<file path="config.mk">
export PLATFORM = sky130hd
export DESIGN_NAME = systolic_ctrl
export DESIGN_NICKNAME = d
export VERILOG_FILES = /design/src/rtl/systolic_pkg.sv /design/src/rtl/systolic_ctrl_skew_gen.sv /design/src/rtl/systolic_ctrl.sv
export SDC_FILE = /design/constraint.sdc
export NUM_CORES = 1
export LEC_CHECK = 0
export ABC_AREA = 0
export BUFFER_PORTS_ARGS = -buffer_cell sky130_fd_sc_hd__buf_2
export CORE_MARGIN = 3
export CORE_UTILIZATION = 40
export DETAILED_ROUTE_END_ITERATION = 12
export GPL_ROUTABILITY_DRIVEN = 0
export HOLD_SLACK_MARGIN = 0.02
export PLACE_DENSITY = 0.7
export SYNTH_ARGS = -nofsm -noshare
export SYNTH_HDL_FRONTEND = slang
export SYNTH_HIERARCHICAL = 1
export SYNTH_SLANG_ARGS = --single-unit
export TNS_END_PERCENT = 50
</file>
<file path="constraint.sdc">
create_clock -name clk -period 2.15 [get_ports clk]
set_input_delay 0.215 -clock clk [delete_from_list [all_inputs] [get_ports clk]]
set_output_delay 0.215 -clock clk [all_outputs]
set_load 0.02 [all_outputs]
</file>
<file path="src/rtl/systolic_pkg.sv">
// Shared state encoding, default geometry and one-hot helper for the
// systolic array sequencer.
package systolic_pkg;

  localparam int DEF_WIDTH = 32;
  localparam int DEF_ROW   = 4;
  localparam int DEF_COL   = 4;
  localparam int MAX_LANES = 32;

  typedef enum logic [2:0] {
    IDLE   = 3'd0,
    LOAD_W = 3'd1,
    LOAD_N = 3'd2,
    ARM    = 3'd3,
    STREAM = 3'd4,
    DRAIN  = 3'd5,
    FIN    = 3'd6
  } state_t;

  // Bit idx set when idx < n; callers truncate to their lane count.
  function automatic logic [MAX_LANES-1:0] onehot(input int idx, input int n);
    logic [MAX_LANES-1:0] v;
    v = {MAX_LANES{1'b0}};
    for (int i = 0; i < MAX_LANES; i++) begin
      v[i] = (i == idx) && (i < n);
    end
    return v;
  endfunction

endpackage

</file>
<file path="src/rtl/systolic_ctrl_skew_gen.sv">
// Read-enable wavefront: lane i is open for LEN consecutive steps beginning
// at step i, giving the diagonal skew the systolic array expects.
module skew_gen #(
  parameter int N   = 4,
  parameter int LEN = 4,
  parameter int TW  = 5
) (
  input  logic [TW-1:0] t,
  output logic [N-1:0]  lane
);

  // Window compare per lane.
  always_comb begin
    lane = {N{1'b0}};
    for (int i = 0; i < N; i++) begin
      lane[i] = (int'(t) >= i) && (int'(t) < i + LEN);
    end
  end

endmodule

</file>
<file path="src/rtl/systolic_ctrl.sv">
// Sequencer for the DataPath systolic array: loads weights and neurons from a
// valid/ready stream, fires the skewed read wavefront, then waits for dp_done.
// Optional drain timeout: define SYSTOLIC_CTRL_TIMEOUT_EN.
module systolic_ctrl
  import systolic_pkg::*;
#(
  parameter int WIDTH     = DEF_WIDTH,
  parameter int ROW       = DEF_ROW,
  parameter int COL       = DEF_COL,
  parameter int DRAIN_MAX = 64
) (
  input  logic             clk,
  input  logic             rst,
  input  logic             start,
  input  logic             in_valid,
  input  logic [WIDTH-1:0] in_data,
  output logic             in_ready,
  output logic [WIDTH-1:0] data_in,
  output logic [ROW-1:0]   writew,
  output logic [COL-1:0]   writen,
  output logic [ROW-1:0]   readw,
  output logic [COL-1:0]   readn,
  output logic             cs,
  input  logic             dp_done,
  output logic             busy,
  output logic             done,
  output logic             err
);

  localparam int CW = $clog2(ROW*COL+1);
  localparam logic [CW-1:0] LAST_K  = CW'(ROW*COL-1);
  localparam logic [CW-1:0] T_LAST  = CW'(ROW+COL-2);
  localparam logic [CW-1:0] CNT_ONE = CW'(1);

  state_t           state_r, state_s;
  logic [CW-1:0]    cnt_r, cnt_s;
  logic             accept_s;
  logic             timeout_s;
  int               lane_idx_s;
  logic [ROW-1:0]   readw_s;
  logic [COL-1:0]   readn_s;

  logic             in_ready_r;
  logic [WIDTH-1:0] data_in_r;
  logic [ROW-1:0]   writew_r;
  logic [COL-1:0]   writen_r;
  logic [ROW-1:0]   readw_r;
  logic [COL-1:0]   readn_r;
  logic             cs_r;
  logic             busy_r;
  logic             done_r;

  // in_ready is only ever high in the load states, so this is the handshake.
  assign accept_s = in_ready_r & in_valid;

  // The same counter serves as word index while loading and as the
  // wavefront step while streaming.
  skew_gen #(.N(ROW), .LEN(COL), .TW(CW)) u_skew_w (.t(cnt_s), .lane(readw_s));
  skew_gen #(.N(COL), .LEN(ROW), .TW(CW)) u_skew_n (.t(cnt_s), .lane(readn_s));

`ifdef SYSTOLIC_CTRL_TIMEOUT_EN
  localparam int DW = $clog2(DRAIN_MAX+1);
  localparam logic [DW-1:0] DRAIN_LAST = DW'(DRAIN_MAX-1);

  logic [DW-1:0] drain_r;
  logic          err_r;

  // Cycles spent in DRAIN; idle at zero in every other state.
  always_ff @(posedge clk) begin
    if (rst) begin
      drain_r <= {DW{1'b0}};
    end else if (state_r == DRAIN) begin
      drain_r <= drain_r + DW'(1);
    end else begin
      drain_r <= {DW{1'b0}};
    end
  end

  assign timeout_s = (state_r == DRAIN) && (drain_r == DRAIN_LAST) && !dp_done;

  // Sticky timeout flag, cleared only when a new job is accepted.
  always_ff @(posedge clk) begin
    if (rst) begin
      err_r <= 1'b0;
    end else if ((state_r == IDLE) && start) begin
      err_r <= 1'b0;
    end else if (timeout_s) begin
      err_r <= 1'b1;
    end else begin
      err_r <= err_r;
    end
  end

  assign err = err_r;
`else
  assign timeout_s = 1'b0;
  assign err       = 1'b0;
`endif

  // Row index for weights (row-major), column index for neurons (column-major).
  always_comb begin
    if (state_r == LOAD_W) begin
      lane_idx_s = int'(cnt_r) / COL;
    end else begin
      lane_idx_s = int'(cnt_r) / ROW;
    end
  end

  // Next-state and counter logic.
  always_comb begin
    state_s = state_r;
    cnt_s   = cnt_r;
    case (state_r)
      IDLE: begin
        if (start) begin
          state_s = LOAD_W;
          cnt_s   = {CW{1'b0}};
        end else begin
          state_s = IDLE;
        end
      end
      LOAD_W, LOAD_N: begin
        if (accept_s && (cnt_r == LAST_K)) begin
          state_s = (state_r == LOAD_W) ? LOAD_N : ARM;
          cnt_s   = {CW{1'b0}};
        end else if (accept_s) begin
          cnt_s = cnt_r + CNT_ONE;
        end else begin
          cnt_s = cnt_r;
        end
      end
      ARM: begin
        state_s = STREAM;
        cnt_s   = {CW{1'b0}};
      end
      STREAM: begin
        if (cnt_r == T_LAST) begin
          state_s = DRAIN;
          cnt_s   = {CW{1'b0}};
        end else begin
          cnt_s = cnt_r + CNT_ONE;
        end
      end
      DRAIN: begin
        if (dp_done || timeout_s) begin
          state_s = FIN;
        end else begin
          state_s = DRAIN;
        end
      end
      FIN: begin
        state_s = IDLE;
      end
      default: begin
        state_s = IDLE;
        cnt_s   = {CW{1'b0}};
      end
    endcase
  end

  // State, counter and registered outputs derived from the upcoming state.
  always_ff @(posedge clk) begin
    if (rst) begin
      state_r    <= IDLE;
      cnt_r      <= {CW{1'b0}};
      in_ready_r <= 1'b0;
      data_in_r  <= {WIDTH{1'b0}};
      writew_r   <= {ROW{1'b0}};
      writen_r   <= {COL{1'b0}};
      readw_r    <= {ROW{1'b0}};
      readn_r    <= {COL{1'b0}};
      cs_r       <= 1'b0;
      busy_r     <= 1'b0;
      done_r     <= 1'b0;
    end else begin
      state_r    <= state_s;
      cnt_r      <= cnt_s;
      in_ready_r <= (state_s == LOAD_W) || (state_s == LOAD_N);
      if (accept_s) begin
        data_in_r <= in_data;
      end else begin
        data_in_r <= data_in_r;
      end
      // Write strobe lands one cycle after acceptance, even if that is ARM.
      writew_r <= (accept_s && (state_r == LOAD_W)) ? ROW'(onehot(lane_idx_s, ROW)) : {ROW{1'b0}};
      writen_r <= (accept_s && (state_r == LOAD_N)) ? COL'(onehot(lane_idx_s, COL)) : {COL{1'b0}};
      readw_r  <= (state_s == STREAM) ? readw_s : {ROW{1'b0}};
      readn_r  <= (state_s == STREAM) ? readn_s : {COL{1'b0}};
      cs_r     <= (state_s == ARM) || (state_s == STREAM) || (state_s == DRAIN);
      busy_r   <= (state_s != IDLE);
      done_r   <= (state_s == FIN);
    end
  end

  assign in_ready = in_ready_r;
  assign data_in  = data_in_r;
  assign writew   = writew_r;
  assign writen   = writen_r;
  assign readw    = readw_r;
  assign readn    = readn_r;
  assign cs       = cs_r;
  assign busy     = busy_r;
  assign done     = done_r;

endmodule
</file>
; ---- Word-level counts from Yosys, hierarchy flattened
; Cells that the tools add are included.
[word_totals]
register_bits = 56
output_inout_bits = 53
wordCells = 67
[classes]
add_sub_neg = 1
n_lt_le_gt_ge = 7
n_eq_ne = 17
muxes = 11
n_bitwise = 4
n_reduce_logical = 17
[ops]
columns = cell, count
row1 = $logic_not A32 Y1, 1
row2 = $lt A5 B3 Y1 const B, 4
row3 = $mux W5, 4
row4 = $pmux W5 S4, 1
row5 = $eq A3 B3 Y1 const B, 6
row6 = $pmux W3 S5, 1
row7 = $eq A3 B2 Y1 const B, 4
row8 = $ge A5 B2 Y1 const B, 2
row9 = $reduce_or A2 Y1, 5
row10 = $eq A3 B1 Y1 const B, 2
row11 = $eq A3 B3 Y1 const A, 2
row12 = $logic_and A1 B1 Y1, 6
row13 = $mux W3, 2
row14 = $add A5 B1 Y5 const B, 1
row15 = $eq A5 B3 Y1 const B, 1
row16 = $eq A5 B4 Y1 const B, 1
row17 = $ge A5 B1 Y1 const B, 1
row18 = $eq A2 B3 Y1 const A, 1
row19 = $logic_not A3 Y1, 1
row20 = $logic_or A1 B1 Y1, 3
row21 = $not A1 Y1, 3
row22 = $reduce_bool A3 Y1, 1
row23 = $mux W1, 2
row24 = $mux W2, 1
row25 = $and A1 B1 Y1, 1

; ---- Longest topological paths before layout
; Gate-level depths: netlist of the first run.
[depth]
word_depth = 7
ltp_mapped = 11
mapped_depth_nobuf = 11

; ---- Modules after synthesis
; Netlist of the first run, hierarchy kept.
[modules_own_cells]
columns = module, n_inst, cells_per_inst, area_each_um2
row1 = systolic_ctrl, 1, 278, 2280.9
row2 = skew_gen, 2, 10, 68.8

; ---- Worst setup path before layout of the first run
; Ideal clock, no wire load.
[synth_path]
path_type = reg2reg
start = register cnt_r[0]
end = register readn_r[3] (netlist: readn[3])
setup_ns = 0.060
t_arrival_ns = 2.118
slack_ns = -0.028
stages_incl_launch_ff = 12
n_path_buf = 0
cell_sequence = dfxtp_1 > ha_1 > and3_1 > ha_1 > nor2_1 > o211ai_1 > and2_1 > a21o_1 > nand2_1 > a21bo_1 > a21oi_2 > and3_1
[synth_via]
word_cells_on_any_way = 18
cone_classes = add/sub (1) / order compare (2) / eq/ne (3) / mux (8) / bitwise (1) / reduce/logical (3)
[synth_lines]
columns = element, line
row1 = from (decl), systolic_ctrl.sv:36  ; logic [CW-1:0] cnt_r, cnt_s;
row2 = from (signal assigned), systolic_ctrl.sv:165  ; cnt_r <= {CW{1'b0}};
row3 = from (signal assigned), systolic_ctrl.sv:177  ; cnt_r <= cnt_s;
row4 = $add A5 B1 Y5 / $eq A5 B4 Y1 (equally long branches), "systolic_ctrl.sv:127, systolic_ctrl.sv:141, systolic_ctrl.sv:123"
row5 = $mux W5 / $logic_and A1 B1 Y1 (equally long branches), "systolic_ctrl.sv:126, systolic_ctrl.sv:123"
row6 = $mux W5, systolic_ctrl.sv:123  ; if (accept_s && (cnt_r == LAST_K)) begin
row7 = $pmux W5 S4 (*), systolic_ctrl.sv:113  ; case (state_r)
row8 = via cnt_s[2], systolic_ctrl.sv:36
row9 = $ge A5 B2 Y1 / $lt A5 B3 Y1 (equally long branches), systolic_ctrl_skew_gen.sv:16  ; lane[i] = (int'(t) >= i) && (int'(t) < i + LEN);
row10 = $logic_and A1 B1 Y1 (*), systolic_ctrl_skew_gen.sv:16
row11 = via readn_s[3], systolic_ctrl.sv:41  ; logic [COL-1:0] readn_s;
row12 = to (signal assigned), systolic_ctrl.sv:171  ; readn_r <= {COL{1'b0}};
row13 = to (signal assigned), systolic_ctrl.sv:188  ; readn_r <= (state_s == STREAM) ? readn_s : {COL{1'b0}};
row14 = to (decl), systolic_ctrl.sv:48  ; logic [COL-1:0] readn_r;
; Mark *: on every way through the listed nets, which the timed path passes. The rest lies on a longest branch.
; A chain may end at the register's enable or synchronous reset.

; ---- Worst setup path after layout of the first run
[layout_path]
start = register cnt_r[2]
end = register readn_r[1] (netlist: readn[1])
[layout_via]
word_cells_on_any_way = 18
cone_classes = add/sub (1) / order compare (2) / eq/ne (3) / mux (8) / bitwise (1) / reduce/logical (3)
[layout_lines]
columns = element, line
row1 = $add A5 B1 Y5 / $eq A5 B4 Y1 (equally long branches), "systolic_ctrl.sv:127, systolic_ctrl.sv:141, systolic_ctrl.sv:123"
row2 = $mux W5 / $logic_and A1 B1 Y1 (equally long branches), "systolic_ctrl.sv:126, systolic_ctrl.sv:123"
row3 = $mux W5, systolic_ctrl.sv:123
row4 = $pmux W5 S4 (*), systolic_ctrl.sv:113
row5 = via cnt_s[2], systolic_ctrl.sv:36
row6 = $ge A5 B1 Y1 / $lt A5 B3 Y1 (equally long branches), systolic_ctrl_skew_gen.sv:16
row7 = $logic_and A1 B1 Y1 (*), systolic_ctrl_skew_gen.sv:16
row8 = via readn_s[1], systolic_ctrl.sv:41
; Marks and branches as above.

==> results of run 1 <==
## cell usage in the layout (no fill, tap or decap), types with 4 or more instances in the layout
cell      netlist  layout
a21oi_1        39      39
and3_1          9       8
buf_2           0      88
buf_4           1      26
clkbuf_8        0       9
dfxtp_1        60      56
inv_1           7       5
nand2_1        78      76
nand3_1         4       4
nand3b_1        4       4
nor2_1         20      19
nor2b_1         5       5
o21ai_0         4       4
## metrics by stage
| step | util, % | hold slack (ns) | TNS [ns] | setup WS [ns] |
|---|---|---|---|---|
| 3_3_place_gp | 53.06 | 0.4377 | -0.09858 | -0.03763 |
| 2_1_floorplan | - | 0.3510 | 0 | 0.007843 |
| 6_report | 59.57 | 0.1031 | 0 | 0.07120 |
| 5_1_grt | 59.57 | 0.09221 | -0.1161 | -0.06080 |
| 3_5_place_dp | 53.06 | 0.4430 | -0.4002 | -0.1191 |
| 4_1_cts | 57.69 | 0.08611 | 0 | 0.01091 |
## critical path, cell delays in order, from the launching register on
cell,delay [ns]
dfxtp_4,0.37
or3b_4,0.38
o211ai_1,0.24
and2_4,0.24
a21o_1,0.15
nand2_4,0.09
buf_4,0.14
nor3_1,0.17
nor3_2,0.06
and3_1,0.14
## cell type report
| type | count | area share (%) |
|---|---|---|
| clock buffers | 10 | 3.775 |
| clock inverters | 6 | 2.591 |
| inverters | 7 | 0.8512 |
| multi-input cells | 210 | 35.16 |
| flip-flops and latches | 60 | 35.83 |
| well taps | 72 | 2.665 |
| repair buffers | 115 | 19.13 |
## cell families after synthesis
kind of cell	Yosys count
AND/OR/NAND/NOR	140
AO/OA/AOI/OAI	64
flip-flops	60
buffers and inverters	28
adder cells (fa/ha/maj)	3
XOR/XNOR	2
other	1
## registers in the layout (all words and copies together) (netlist names)
signal,flops
data_in,32
cnt_r,5
readn,4
readw,4
writen,4
writew,4
state_r,3
busy,1
cs,1
done,1
in_ready,1
## where the power goes
part	total, W	switching (W)	internal (W)
Clock	0.00111	0.000456	0.000655
Sequential	0.00116	0.0000184	0.00114
Combinational	0.000222	0.000135	0.0000866
## metal layers
metal / up-vias / GRT usage (%)
met5: - / 0
met4: 0 / 9.649
met3: 10 / 3.751
met2: 71 / 26.97
met1: 1073 / 19.96
li1: 1200 / -
## what timing repair did
item / CTS / global route
gates resized for setup: 9 / 19
setup endpoints to repair: 6 / 8
hold buffers: 0 / 0
pin swaps: 5 / 12
setup buffers: 2 / 3
## final timing paths
kind                              end  depth (start not counted)                startpoint  slack (ns)
max               readn[1]$_SDFF_PP0_                          9       cnt_r[2]$_SDFF_PP0_        0.07
min          data_in[26]$_SDFFE_PP0P_                          3               in_data[26]        0.10
min reg2reg  data_in[17]$_SDFFE_PP0P_                          2  data_in[17]$_SDFFE_PP0P_        0.45
max reg2reg       readn[1]$_SDFF_PP0_                          9       cnt_r[2]$_SDFF_PP0_        0.07
==> qor.yml, run 1 <==
power_w: 0.002491
synth_fa_ha_area_share_pct: 1.552
cts_htree_levels: 3
dr.pass1.iters: 4
syn_inst: 298
drive_above_1_share_pct: 38.24
synth_top_area_share_pct: 49.66
maxCapViolCount: 0
critPathRequiredTime_ns: 2.38
regArea_mm2: 0.001211
clock_sinks: 60
grt_usage_pct: 16.58
cts-buffers-inserted: 9
p_leak_nw: 1.567
ant_nets: 0
routed.top_layer: "met4"
n_fill_cell: 547
outcome: "finished clean"
synth_nets: 338
diodes: 0
dieWidth_um: 83.76
cts_tree: "yes"
io_pins: 90
drt_iter0_markers: 104
synth_cell_types: 36
clkSlewWorstSetupHoldPaths_ns: 0.07
grt.overflow.total: 0
synth_mux_area_share_pct: 0
final_cells: 480
fin_skew_ns: 0.007050
synth_compound_area_share_pct: 15.99
setup_viol: 0
dp.final_hpwl_mm: 4.067
synth_edf_count: 0
synth_area_per_cell_um2: 8.116
max_freq_ghz: 0.4810
synthFlopType: "dfxtp_1"
rsz0062_at_grt: "true"
nets: 443
grt_pass1_wl_mm: 9.404
design_area_mm2: 0.003381
synth-xor-area-share_pct: 0.7243
grt_max_degree: 34
synth_top_family_by_area: "simple AND/OR/NAND/NOR gates"
wl_met3_um: 310
viasPerCell: 4.904
detailed_place.area_mm2: 0.003012
syn_area_mm2: 0.002419
clk_path_buf_depth: 2
cp-start-kind: "register"
synth_top_area_cell: "dfxtp_1"
dr_wl_met2_mm: 3.005
crit_path_end_kind: "register"
peakVddDrop_uv: 467.9
syn_to_final_growth_pct: 39.78
synthTopCellsByCount: "nand2_1, dfxtp_1, a21oi_1, nor2_1, clkbuf_1"
seq_area_frac_synth_pct: 49.66
async_flop_share_pct: 0
finalCriticalPeriod_ns: 2.079
io_buffers: 88
yosys.area_share.simple_pct: 26.49
coreArea_mm2: 0.005675
cts_root_buf: "clkbuf_8"
drc: 0
finalCritPeriodShare_pct: 96.69
path_class: "reg -> reg"
hold_viol_final: 0
multi_input_area_mm2: 0.001189
yosys-top-cells-area: "dfxtp_1, nand2_1, a21oi_1"
met1_length_mm: 2.629
worstPathArrival_ns: 2.31
clkLatencyLatePin_ns: 0.34
antenna_found_initial: 0
drv_slew: 0
start_util_pct: 42.61
worstHoldPathType: "in -> reg"
placed_cells: 459
drt_wl_total_mm: 6.084
grt_pass1_vias: 2082
synth_most_common_cell: "nand2_1"
fp.dieH_um: 83.76
cp_max_fo: 8
synth_seq_cells: 60
power_density_mw_per_mm2: 736.7
ys_warn_count: 6
row_count: 27
fp.dieArea_mm2: 0.007016
wl_per_cell_um: 12.68
vias: 2354
No activity file was read; power rests on OpenSTA's default activity.
==> run 2, diff against run 1 <==
Settings changed: CELL_PAD_IN_SITES_DETAIL_PLACEMENT set to 1, CELL_PAD_IN_SITES_GLOBAL_PLACEMENT set to 1, CORE_UTILIZATION 40 to 31, PLACE_DENSITY 0.7 to unset, PLACE_DENSITY_LB_ADDON set to 0.1.
==> qor.yml, run 2 (synthesis gave the netlist of run 1 again) <==
peakVddDrop_uv: 275.0  # was 467.9 uV
rsz0062_at_grt: "true"  # unchanged
reg2reg_setup_slack_ns: -0.08  # was 0.07 ns
cts.hold.buffers_added: 0  # unchanged
p_int_w: 0.001830  # was 0.001881 W
worstPathArrival_ns: 2.49  # was 2.31 ns
fp.dieH_um: 94.33  # was 83.76 um
cts_htree_levels: 3  # unchanged
hold_viol_final: 0  # unchanged
power_frac_comb_pct: 9.4  # was 8.9%
cp_slowest_cell: "dfxtp_4"  # was or3b_4
drt_wl_total_mm: 7.065  # was 6.084 mm
p_leak_nw: 1.584  # was 1.567 nW
clkSlewWorstSetupHoldPaths_ns: 0.08  # was 0.07 ns
power_frac_seq_pct: 47.3  # was 46.5%
coreArea_mm2: 0.007408  # was 0.005675 mm^2
max_freq_ghz: 0.4492  # was 0.4810 GHz
antenna_found_initial: 0  # unchanged
final_cells: 512  # was 480
grt_pass1_wl_mm: 10.98  # was 9.404 mm
power_w: 0.002443  # was 0.002491 W
maxCapViolCount: 0  # unchanged
finalCritPeriodShare_pct: 103.5  # was 96.69%
setup_viol: 4  # was 0
mostFrequentLayoutCells: "buf_2, nand2_1, dfxtp_1"  # unchanged
drc: 0  # unchanged
clkLatencyLatePin_ns: 0.33  # was 0.34 ns
power_density_mw_per_mm2: 713.3  # was 736.7 mW/mm^2
finalCriticalPeriod_ns: 2.226  # was 2.079 ns
r2r_start: "cnt_r[0]$_SDFF_PP0_"  # was cnt_r[2]$_SDFF_PP0_
grt_pass1_vias: 2311  # was 2082
row_count: 31  # was 27
wl_per_cell_um: 13.80  # was 12.68 um
drt_iter0_markers: 81  # was 104
crit_end: "readn[3]$_SDFF_PP0_"  # was readn[1]$_SDFF_PP0_
syn_to_final_growth_pct: 41.65  # was 39.78%
clk_path_buf_depth: 2  # unchanged
dieWidth_um: 94.33  # was 83.76 um
fp.dieArea_mm2: 0.008898  # was 0.007016 mm^2
pre_cts_ws_ns: -0.1594  # was -0.1191 ns
start_util_pct: 32.65  # was 42.61%
rr_endpoint: "readn[3]$_SDFF_PP0_"  # was readn[1]$_SDFF_PP0_
reg2reg_depth: 11  # was 9
switchingPower_w: 0.0006134  # was 0.0006095 W
placed_cells: 491  # was 459
largest_register_ffs: 32  # unchanged
grt_max_degree: 34  # unchanged
setup_tns_ns: -0.1592  # was 0 ns
grt.overflow.total: 0  # unchanged
cp-start-kind: "register"  # unchanged
switching_share_pct: 25.10  # was 24.47%
viasPerCell: 4.613  # was 4.904
cts-buffers-inserted: 9  # unchanged
vias: 2362  # was 2354
grt_usage_pct: 15.91  # was 16.58%
layout_commonest_cell: "buf_2"  # unchanged
crit_path_end_kind: "register"  # unchanged
nets: 448  # was 443
io_buffers: 88  # unchanged
drive_above_1_share_pct: 39.23  # was 38.24%
outcome: "finished with violations"  # was finished clean
worstHoldPathType: "in -> reg"  # unchanged
cpMostUsedCell: "and3_1"
clock_sinks: 60  # unchanged
violations: "negative setup slack"
startpoint: "cnt_r[0]$_SDFF_PP0_"  # was cnt_r[2]$_SDFF_PP0_
fin_skew_ns: 0.01106  # was 0.007050 ns
cp_slowest_stage_delay_ns: 0.36  # was 0.38 ns
dr.pass1.iters: 4  # unchanged
crit_chain: "ha_4, and3_1, ha_2, nor2_1, o211ai_1, and2_4, a21o_1, nand2_4, a21bo_1, a21oi_2, and3_1"  # was or3b_4, o211ai_1, and2_4, a21o_1, nand2_4, buf_4, nor3_1, nor3_2, and3_1
setup_slack_ns: -0.07596  # was 0.07120 ns
cts_tree: "yes"  # unchanged
cts_root_buf: "clkbuf_8"  # unchanged
critPathRequiredTime_ns: 2.42  # was 2.38 ns
clock_power_share_pct: 43.2  # was 44.6%
drv_slew: 0  # unchanged
path_class: "reg -> reg"  # unchanged
cp_max_fo: 6  # was 8
diodes: 0  # unchanged
ant_nets: 0  # unchanged
dp.final_hpwl_mm: 4.878  # was 4.067 mm
io_pins: 90  # unchanged
## run 2: stage by stage
stage / area (um^2) / utilization (%) / hold slack, ns
5_1_grt: 3426 / 46.24 / 0.1055
4_1_cts: 3352 / 45.25 / 0.09676
2_1_floorplan: 2421 / - / 0.3510
6_report: 3426 / 46.24 / 0.1151
3_3_place_gp: 3095 / 41.78 / 0.4389
3_5_place_dp: 3095 / 41.78 / 0.4458
## run 2: cell type report
cell class	count	area (um^2)
Timing Repair Buffer	119	676.9
Fill cell	919	3983
Clock inverter	5	58.81
Sequential cell	60	1212
Multi-Input combinational cell	211	1174
Inverter	7	28.78
Clock buffer	11	151.4
Tap cell	99	123.9
## run 2: routing by layer
metal | vias up | track usage [%] | part of all wire, %
met5 | - | 0 | 0
met1 | 1095 | 19.87 | 46
li1 | 1203 | - | -
met4 | 0 | 6.859 | 1.2
met2 | 58 | 25.35 | 47
met3 | 6 | 4.861 | 6.0
## run 2: critical path: cells and delay by family, from the launching register on
family / cells / cell delay [ns]
simple gates: 5 / 0.77
compound gates: 4 / 0.68
flops: 1 / 0.36
fa+ha+maj: 2 / 0.33
## run 2: worst min-delay path by stage
stage | startpoint | end | slack (ns) | cells past startpoint
2_1_floorplan | in_data[0] | data_in[0]$_SDFFE_PP0P_ | 0.35 | 2
3_3_place_gp | data_in[30]$_SDFFE_PP0P_ | data_in[30]$_SDFFE_PP0P_ | 0.44 | 2
3_5_place_dp | data_in[20]$_SDFFE_PP0P_ | data_in[20]$_SDFFE_PP0P_ | 0.45 | 2
4_1_cts | in_data[27] | data_in[27]$_SDFFE_PP0P_ | 0.1 | 3
5_1_grt | in_data[16] | data_in[16]$_SDFFE_PP0P_ | 0.11 | 3
6_report | in_data[27] | data_in[27]$_SDFFE_PP0P_ | 0.12 | 3
## run 2: timing repair
| action | 4_1_cts | 5_1_grt |
|---|---|---|
| endpoints found under the setup margin | 6 | 8 |
| resized for setup | 11 | 16 |
| pin swaps | 4 | 12 |
| cloned | 0 | 1 |
| setup buffers | 1 | 4 |
| endpoints found under the hold margin | 0 | 0 |
## run 2: power groups by stage
stage | combinational (W) | clock, W | sequential, W
2_1_floorplan | 0.0000942 | 0 | 0.00122
3_3_place_gp | 0.000225 | 0 | 0.00118
3_5_place_dp | 0.000226 | 0 | 0.00118
4_1_cts | 0.000230 | 0.00109 | 0.00116
5_1_grt | 0.000257 | 0.00116 | 0.00116
6_report | 0.000230 | 0.00106 | 0.00116
